==> src/rtl/jpeg_pkg.sv <==
// Shared JPEG decode definitions: block size, zigzag-to-raster map, write FSM states.
// Latency: none (constants and types only).
// Backpressure: not applicable.
package jpeg_pkg;

  localparam int BLK_SIZE = 64;

  // Raster position (row*8 + col) of each coefficient, indexed by its zigzag step
  localparam logic [5:0] ZZ_TO_RASTER [BLK_SIZE] = '{
    6'd0,  6'd1,  6'd8,  6'd16, 6'd9,  6'd2,  6'd3,  6'd10,
    6'd17, 6'd24, 6'd32, 6'd25, 6'd18, 6'd11, 6'd4,  6'd5,
    6'd12, 6'd19, 6'd26, 6'd33, 6'd40, 6'd48, 6'd41, 6'd34,
    6'd27, 6'd20, 6'd13, 6'd6,  6'd7,  6'd14, 6'd21, 6'd28,
    6'd35, 6'd42, 6'd49, 6'd56, 6'd57, 6'd50, 6'd43, 6'd36,
    6'd29, 6'd22, 6'd15, 6'd23, 6'd30, 6'd37, 6'd44, 6'd51,
    6'd58, 6'd59, 6'd52, 6'd45, 6'd38, 6'd31, 6'd39, 6'd46,
    6'd53, 6'd60, 6'd61, 6'd54, 6'd47, 6'd55, 6'd62, 6'd63
  };

  // Write-side states: WRITE accepts input, FILL zero-pads a block cut short by in_last
  typedef enum logic {
    ST_WRITE = 1'b0,
    ST_FILL  = 1'b1
  } wr_state_t;

endpackage

==> src/rtl/pingpong_ram.sv <==
// Two-bank 64-entry coefficient store with one synchronous write port and one combinational read port.
// Latency: write lands at the clock edge; read data follows rd_bank/rd_addr combinationally.
// Backpressure: none; the controller guarantees the read and write banks never coincide.
module pingpong_ram
  import jpeg_pkg::*;
#(
  parameter int DATA_W = 12
) (
  input  logic              clk,
  input  logic              we,
  input  logic              wr_bank,
  input  logic [5:0]        wr_addr,
  input  logic [DATA_W-1:0] wr_data,
  input  logic              rd_bank,
  input  logic [5:0]        rd_addr,
  output logic [DATA_W-1:0] rd_data
);

  logic [DATA_W-1:0] mem [2][BLK_SIZE];

  // Storage write; contents are deliberately left unreset
  always_ff @(posedge clk) begin
    if (we) begin
      mem[wr_bank][wr_addr] <= wr_data;
    end
  end

  assign rd_data = mem[rd_bank][rd_addr];

endmodule

==> src/rtl/izigzag_buffer.sv <==
// Inverse zigzag reorder: zigzag-order 8x8 blocks in, raster-order out, ping-pong banks, 1 sample/cycle.
// Latency: first raster output valid one cycle after the edge accepting a block's 64th input.
// Backpressure: in_ready drops while the write bank is still full; output holds while out_ready is low.
// Optional macro IZIGZAG_EOB_FILL_EN: in_last ends a block early and the remainder is zero-filled.
module izigzag_buffer
  import jpeg_pkg::*;
#(
  parameter int DATA_W = 12
) (
  input  logic              clk,
  input  logic              rst_n,
  input  logic [DATA_W-1:0] in_data,
  input  logic              in_valid,
  output logic              in_ready,
  input  logic              in_last,
  output logic [DATA_W-1:0] out_data,
  output logic              out_valid,
  input  logic              out_ready,
  output logic              out_last
);

  wr_state_t         state, state_nxt;
  logic              wbank, rbank;
  logic [1:0]        full;
  logic [1:0]        full_set, full_clr;
  logic [5:0]        wcnt, rcnt;
  logic              in_fire, fill_active, we, wr_done;
  logic [5:0]        wr_addr;
  logic [DATA_W-1:0] wr_data, rd_data;
  logic              load, rd_done;

`ifndef IZIGZAG_EOB_FILL_EN
  logic unused_in_last;
  assign unused_in_last = in_last;
`endif

  // Write-side handshake, RAM write port and FSM next state
  always_comb begin
    fill_active = 1'b0;
    state_nxt   = state;
`ifdef IZIGZAG_EOB_FILL_EN
    fill_active = (state == ST_FILL);
`endif
    in_ready = !full[wbank] && (state == ST_WRITE);
    in_fire  = in_valid && in_ready;
    we       = in_fire || fill_active;
    wr_addr  = ZZ_TO_RASTER[wcnt];
    wr_data  = fill_active ? '0 : in_data;
    wr_done  = we && (wcnt == 6'd63);
`ifdef IZIGZAG_EOB_FILL_EN
    // in_last on the 64th sample is an ordinary completion, so only early ends enter FILL
    if (in_fire && in_last && !wr_done) begin
      state_nxt = ST_FILL;
    end else if (fill_active && wr_done) begin
      state_nxt = ST_WRITE;
    end
`endif
  end

  // Read-side load decision and bank full/free events
  always_comb begin
    load     = full[rbank] && (!out_valid || out_ready);
    rd_done  = load && (rcnt == 6'd63);
    full_set = wr_done ? (2'b01 << wbank) : 2'b00;
    full_clr = rd_done ? (2'b01 << rbank) : 2'b00;
  end

  // Write FSM state register
  always_ff @(posedge clk or negedge rst_n) begin
    if (!rst_n) begin
      state <= ST_WRITE;
    end else begin
      state <= state_nxt;
    end
  end

  // Write address counter and write-bank toggle at block completion
  always_ff @(posedge clk or negedge rst_n) begin
    if (!rst_n) begin
      wcnt  <= '0;
      wbank <= 1'b0;
    end else if (we) begin
      wcnt <= wcnt + 6'd1;
      if (wr_done) begin
        wbank <= ~wbank;
      end
    end
  end

  // Bank occupancy; set and clear always hit different banks, so both apply independently
  always_ff @(posedge clk or negedge rst_n) begin
    if (!rst_n) begin
      full <= 2'b00;
    end else begin
      full <= (full & ~full_clr) | full_set;
    end
  end

  // Output register: load the next raster sample, or drop valid once the last one is taken
  always_ff @(posedge clk or negedge rst_n) begin
    if (!rst_n) begin
      out_data  <= '0;
      out_last  <= 1'b0;
      out_valid <= 1'b0;
      rcnt      <= '0;
      rbank     <= 1'b0;
    end else if (load) begin
      out_data  <= rd_data;
      out_last  <= (rcnt == 6'd63);
      out_valid <= 1'b1;
      rcnt      <= rcnt + 6'd1;
      if (rd_done) begin
        rbank <= ~rbank;
      end
    end else if (out_valid && out_ready) begin
      out_valid <= 1'b0;
    end
  end

  // Reader only touches a full bank and the writer only a non-full one, so ports never collide
  pingpong_ram #(
    .DATA_W (DATA_W)
  ) u_ram (
    .clk     (clk),
    .we      (we),
    .wr_bank (wbank),
    .wr_addr (wr_addr),
    .wr_data (wr_data),
    .rd_bank (rbank),
    .rd_addr (rcnt),
    .rd_data (rd_data)
  );

endmodule

==> config.mk <==
export PLATFORM = sky130hd
export DESIGN_NAME = izigzag_buffer
export DESIGN_NICKNAME = d
export VERILOG_FILES = /design/src/rtl/jpeg_pkg.sv /design/src/rtl/pingpong_ram.sv /design/src/rtl/izigzag_buffer.sv
export SDC_FILE = /design/constraint.sdc
export NUM_CORES = 2
export LEC_CHECK = 0
export CAP_MARGIN = 20
export CORE_MARGIN = 10
export CORE_UTILIZATION = 25
export CTS_CLUSTER_DIAMETER = 150
export DETAILED_ROUTE_END_ITERATION = 16
export GPL_ROUTABILITY_DRIVEN = 0
export GPL_TIMING_DRIVEN = 1
export HOLD_SLACK_MARGIN = 0.06
export SYNTH_ARGS = -nofsm -noshare
export SYNTH_HDL_FRONTEND = slang
export SYNTH_SLANG_ARGS = --single-unit
export TNS_END_PERCENT = 100
==> constraint.sdc <==
create_clock -name clk -period 5.1 [get_ports clk]
set_input_delay 0.765 -clock clk [delete_from_list [all_inputs] [get_ports clk]]
set_output_delay 0.765 -clock clk [all_outputs]
set_load 0.02 [all_outputs]
---- Word level (Yosys, flattened, before mapping) ----
Memories as Yosys holds them, arrays and structs flattened.
Index checks and enable logic that the tools add are counted.
word-level totals
  bits of input ports ..................... 17
  memory bits (writable) .................. 1536
  latch bits .............................. 0
  output and inout port bits .............. 15
  memories kept ........................... 2
  flip-flop bits (word level) ............. 30
  ROM bits ................................ 384
operators by class
  bitwise operators ....................... 8
  reductions and logical operators ........ 12
  multipliers ............................. 0
  magnitude comparators ................... 6
  shift-type cells ........................ 2
  equality and inequality tests ........... 2
  $add $sub $neg .......................... 2
  muxes and demuxes ....................... 17
  divide/modulo/power cells ............... 0
memory list
  name              depth  bits a word  read ports  clocked after Yosys merged registers in  wr ports  line                  RTL
  u_ram.mem         2      768          1           0                                        1         pingpong_ram.sv:19    logic [DATA_W-1:0] mem [2][BLK_SIZE];
  (name not given)  64     6            1           0                                        0         izigzag_buffer.sv:47  wr_addr = ZZ_TO_RASTER[wcnt];
operators with widths
  kind                 count
  $mux 768             1
  $bmux 12 s6          1
  $demux 12 s6         1
  $mux 12              3
  $ge 7x7->1 const B   3
  $not 6->7            3
  $add 6x1->6 const B  2
  $eq 6x6->1 const B   2
  $mux 6               2
  $lt 7x1->1 const B   1
  $mux 1               7
  $logic_and 1x1->1    6
  $lt 1x2->1 const B   2
  $mux 2               2
  $reduce_and 2->1     2
  $shl 1x1->2 const A  2
  $and 2x2->2          1
  $logic_not 1->1      2
  $not 1->1            2
  $not 2->2            1
  $or 2x2->2           1
  $reduce_bool 2->1    1
  $logic_or 1x1->1     1

---- Longest topological paths before layout ----
  word-level depth ........................ 10
  depth in mapped cells ................... 12

---- Hierarchy ----
Synthesis repeated with hierarchy kept, for this count alone.
second synthesis, totals
  cell total of the unflattened synthesis .. 2536
  area total of the unflattened synthesis .. 60899.7 um^2
by module, submodules not included
  module          cells an instance  times used  area each (um^2)  seq. area each (um^2)
  pingpong_ram    2351               1           58914.0           46124.2
  izigzag_buffer  185                1           1985.7            750.7

---- Worst setup path before layout ----
No wires, ideal clock.
  kind .................................... register -> register
  start point ............................. register wcnt[0]
  end point ............................... memory u_ram.mem[0][100] (netlist name), enable pin
  buffers on the path ..................... 3
  clock period less this slack ............ 3.777 ns
  cell stages (with the launch flop) ...... 12
  arrival ................................. 3.396 ns
  path slack .............................. 1.323 ns
  required time ........................... 4.720 ns
  cell sequence ........................... dfrtp_1 > clkbuf_1 > inv_1 > ha_1 > inv_1 > mux4_2 > mux4_2 > a211o_1 > or2_1 > buf_6 > buf_8 > nor2_1
on the way
  word-level cells in the longest chain between the ends .. 10
ends and longest elaborated chain
  element                                                         line                  RTL
  start, declared                                                 izigzag_buffer.sv:26  logic [5:0] wcnt, rcnt;
  start signal, assigned                                          izigzag_buffer.sv:83  wcnt <= wcnt + 6'd1;
  $not 6->7 (not written as such) *                               izigzag_buffer.sv:47
  $mem_v2 64x6 *                                                  -
  $mux 6 (not written as such) * (2 in a row)                     izigzag_buffer.sv:47
  $not 6->7 (not written as such) *                               pingpong_ram.sv:24    mem[wr_bank][wr_addr] <= wr_data;
  $ge 7x7->1 (not written as such) or $lt 7x1->1 (tied branches)  pingpong_ram.sv:24
  $logic_and 1x1->1 (not written as such)                         pingpong_ram.sv:24
  $mux 12 (not written as such)                                   pingpong_ram.sv:24
  $demux 12 s6 *                                                  pingpong_ram.sv:24
  $mux 768 (not written as such) *                                pingpong_ram.sv:24
  end, declared                                                   pingpong_ram.sv:19
Mark *: on every way between the ends. The rest lies on a longest branch, timed or not. The select of a mux whose other input is x is not followed.

---- Final worst setup path ----
  start point ............................. register wcnt[1]
  end point ............................... memory u_ram.mem[0][508] (netlist name), enable pin
Same word-level chain as after synthesis.

==> out/metrics.cfg <==
[critical_path]
arrival_ns=4.61
worstSetupEndpointType=flip-flop
start_kind=flip-flop
slowest_delay_ns=0.68
path_buf_inv=2
crit_family=simple AND/OR/NAND/NOR gates
r2r-end=u_ram.mem[0][508]
crit_chain=inv_1, ha_1, inv_1, mux4_2, mux4_2, a211o_1, or2_1, nor2_2
worstReg2RegStart=wcnt[1]
reg2reg_depth=8
cpMaxStageDelayCell=nor2_2
worst_ep_required_time_ns=5.51
setup.worst_path.class=flip-flop to flip-flop
critPathMaxFanout=16
r2r_slack_ns=0.91

[drt]
ant_nets=0
vias=30700
firstDrtPassIters=6
drc_errors=0
wl_per_cell_um=23.4
avgViaCountPerCell=4.63
drt_iter0_drc=3501
wl_um=155000

[logic_synthesis]
syn_area_um2=61600
synthCells=3041
async_flop_share_pct=1.92
synth-edff-count=1536
synth_top_area_share_pct=74.9
synth_area_leaders=edfxtp_1 (75%), mux4_2 (12%), mux2i_1 (2.9%)
ys_types=62
ys.flop_type=edfxtp_1
syn_avg_cell_area_um2=20.3
ys_seq_area_share_pct=76.1
ys_warn_count=0
yosys_register_bits=1566
yosysMostFrequentCell=edfxtp_1
synthesis.nets=3081
synth_top_area_cell=edfxtp_1
yosys-top-cells-count=edfxtp_1 (1536), mux4_2 (322), mux2i_1 (176)

[cells_and_area]
regArea_um2=46900
layout.nets=3312
area_growth_pct=16.7
fill_cells=23900
fin_area_um2=71900
drive_gt1_share_pct=24.7
multiInputGateArea_um2=13800

[pwr]
p_sw_mw=10.2
finalPower_mw=34.0
internal-power_mw=23.8
combPwrFrac_pct=22.0
max-vdd-ir-drop_mv=0.291
netSwitchingFraction_pct=30.0
powerDensity_nw_per_um2=473
p_leak_nw=21.7
p_seq_share_pct=44.5
power.share.clock_pct=33.5

[floorplanning]
start_util_pct=25.1
io_pins=32
die_height_um=516
core_um2=245000
die_area_um2=267000
chipWidth_um=516
rows=182

[sta]
rsz0062_at_grt=false
finalMaxSlewViolations=0
fin_crit_ns=4.19
fin_hold_ws_ns=0.111
finalSetupViolCount=0
relSlewSlack_pct=23.1
setup_tns_ns=0
hold_violations=0
final.setup.worst_slack_ns=0.905
worst_pin_slew_ns=1.15
fmax_mhz=238
timing.final.crit_share_pct=82.2
finClkSkew_ns=0.0317

[global_route]
grt_start_max_net_pins=90
grt_usage_pct=11.3
antenna_found_initial=5
grt_pass1_wl_um=223000
grt.overflow.total=0
grt_pass1_vias=30800

[clocking]
ctsResizeCount=0
cts_made_buffers=158
cts_max_path_buffers=3
insertion_delay_ns=0.80
cts_setup_buffers=0
cts_tree=done
cts_max_level=4
root_buffer=clkbuf_16
clk_pin_slew_worst_paths_ns=0.06
clkSinkCount=1566
hold_buffers=0

[outcome]
status=finished clean

[job]
cap_violations=0

[placement]
hpwl_um=94700
place_area_um2=66800
post-place-ws_ns=0.908
port_buffers=30

[worst_hold_path]
hp-class=input port to async pin

==> power groups by stage <==
stage / registers (mW) / logic (mW) / clock network [mW]
2_1_floorplan: 15.2 / 4.17 / 0
3_3_place_gp: 15.4 / 7.45 / 0
3_5_place_dp: 15.4 / 7.49 / 0
4_1_cts: 15.2 / 7.52 / 11.6
5_1_grt: 15.2 / 7.86 / 12.1
6_report: 15.1 / 7.48 / 11.4
==> placed cells by master, fill, tap and decap left out, drive strengths merged, types with 31 or more instances in the layout <==
cell type / n
edfxtp: 1536
mux4: 322
buf: 236
clkbuf: 208
nor2: 182
mux2i: 176
nand2: 79
a21oi: 72
clkinv: 56
o21ai: 54
o22ai: 40
o221ai: 34
nand3: 31
==> state kept, by name (all words and copies together), names as in the netlist <==
| signal | count |
|---|---|
| full | 2 |
| u_ram.mem | 1536 |
| out_last | 1 |
| rcnt | 6 |
| out_data | 12 |
| wbank | 1 |
| wcnt | 6 |
| rbank | 1 |
| out_valid | 1 |
==> area by class of cell <==
cell class | instances | area share, %
multi-input cells | 1276 | 19.2
diodes | 5 | 0.0174
inverters | 17 | 0.0957
clock buffers | 208 | 5.92
clock inverters | 82 | 1.11
well taps | 3220 | 5.61
flip-flops and latches | 1566 | 65.2
repair buffers | 253 | 2.84
==> stage by stage <==
stage / util (%) / cells
6_report: 29.3 / 6627
5_1_grt: 29.3 / 6624
4_1_cts: 29.3 / 6620
3_5_place_dp: 27.2 / 6330
3_3_place_gp: 27.2 / 6329
2_1_floorplan: - / 3041
==> worst reg2reg max path, cell delays in order, from the launching register on <==
cell and delay [ns]:
dfrtp_1 0.57, inv_1 0.26, ha_1 0.46, inv_1 0.06, mux4_2 0.44, mux4_2 0.53
a211o_1 0.26, or2_1 0.54, nor2_2 0.71
==> cells by family after synthesis <==
logic type,synth area share (%)
xor+xnor,0.171
mux,15.2
flops,76.1
buf+inv,1.59
fa+ha+maj,0.467
compound gates,3.84
simple gates,2.70
==> worst max-delay path by stage <==
stage / startpoint / to / slack (ns) / cells after the start
CTS: wcnt[1] / u_ram.mem[0][156] / 0.88 / 8
finish: wcnt[1] / u_ram.mem[0][508] / 0.91 / 8
detailed placement: wcnt[1] / u_ram.mem[0][504] / 0.91 / 8
global route: wcnt[1] / u_ram.mem[1][147] / 0.64 / 8
global placement: wcnt[1] / u_ram.mem[1][103] / 0.95 / 8
floorplan: wcnt[0] / u_ram.mem[0][100] / 1.32 / 11
==> layer usage <==
layer  vias up  share of wire (%)  global-route usage [%]  wire, um
met3       212                6.5                    2.46     10100
met5         -                  0                       0         0
met4         0                3.2                    3.86      4980
li1      13000                  -                       -         -
met1     16400                 43                    15.3     65900
met2      1070                 48                    18.0     73800
Note: power is estimated with default switching activity, not from simulation.
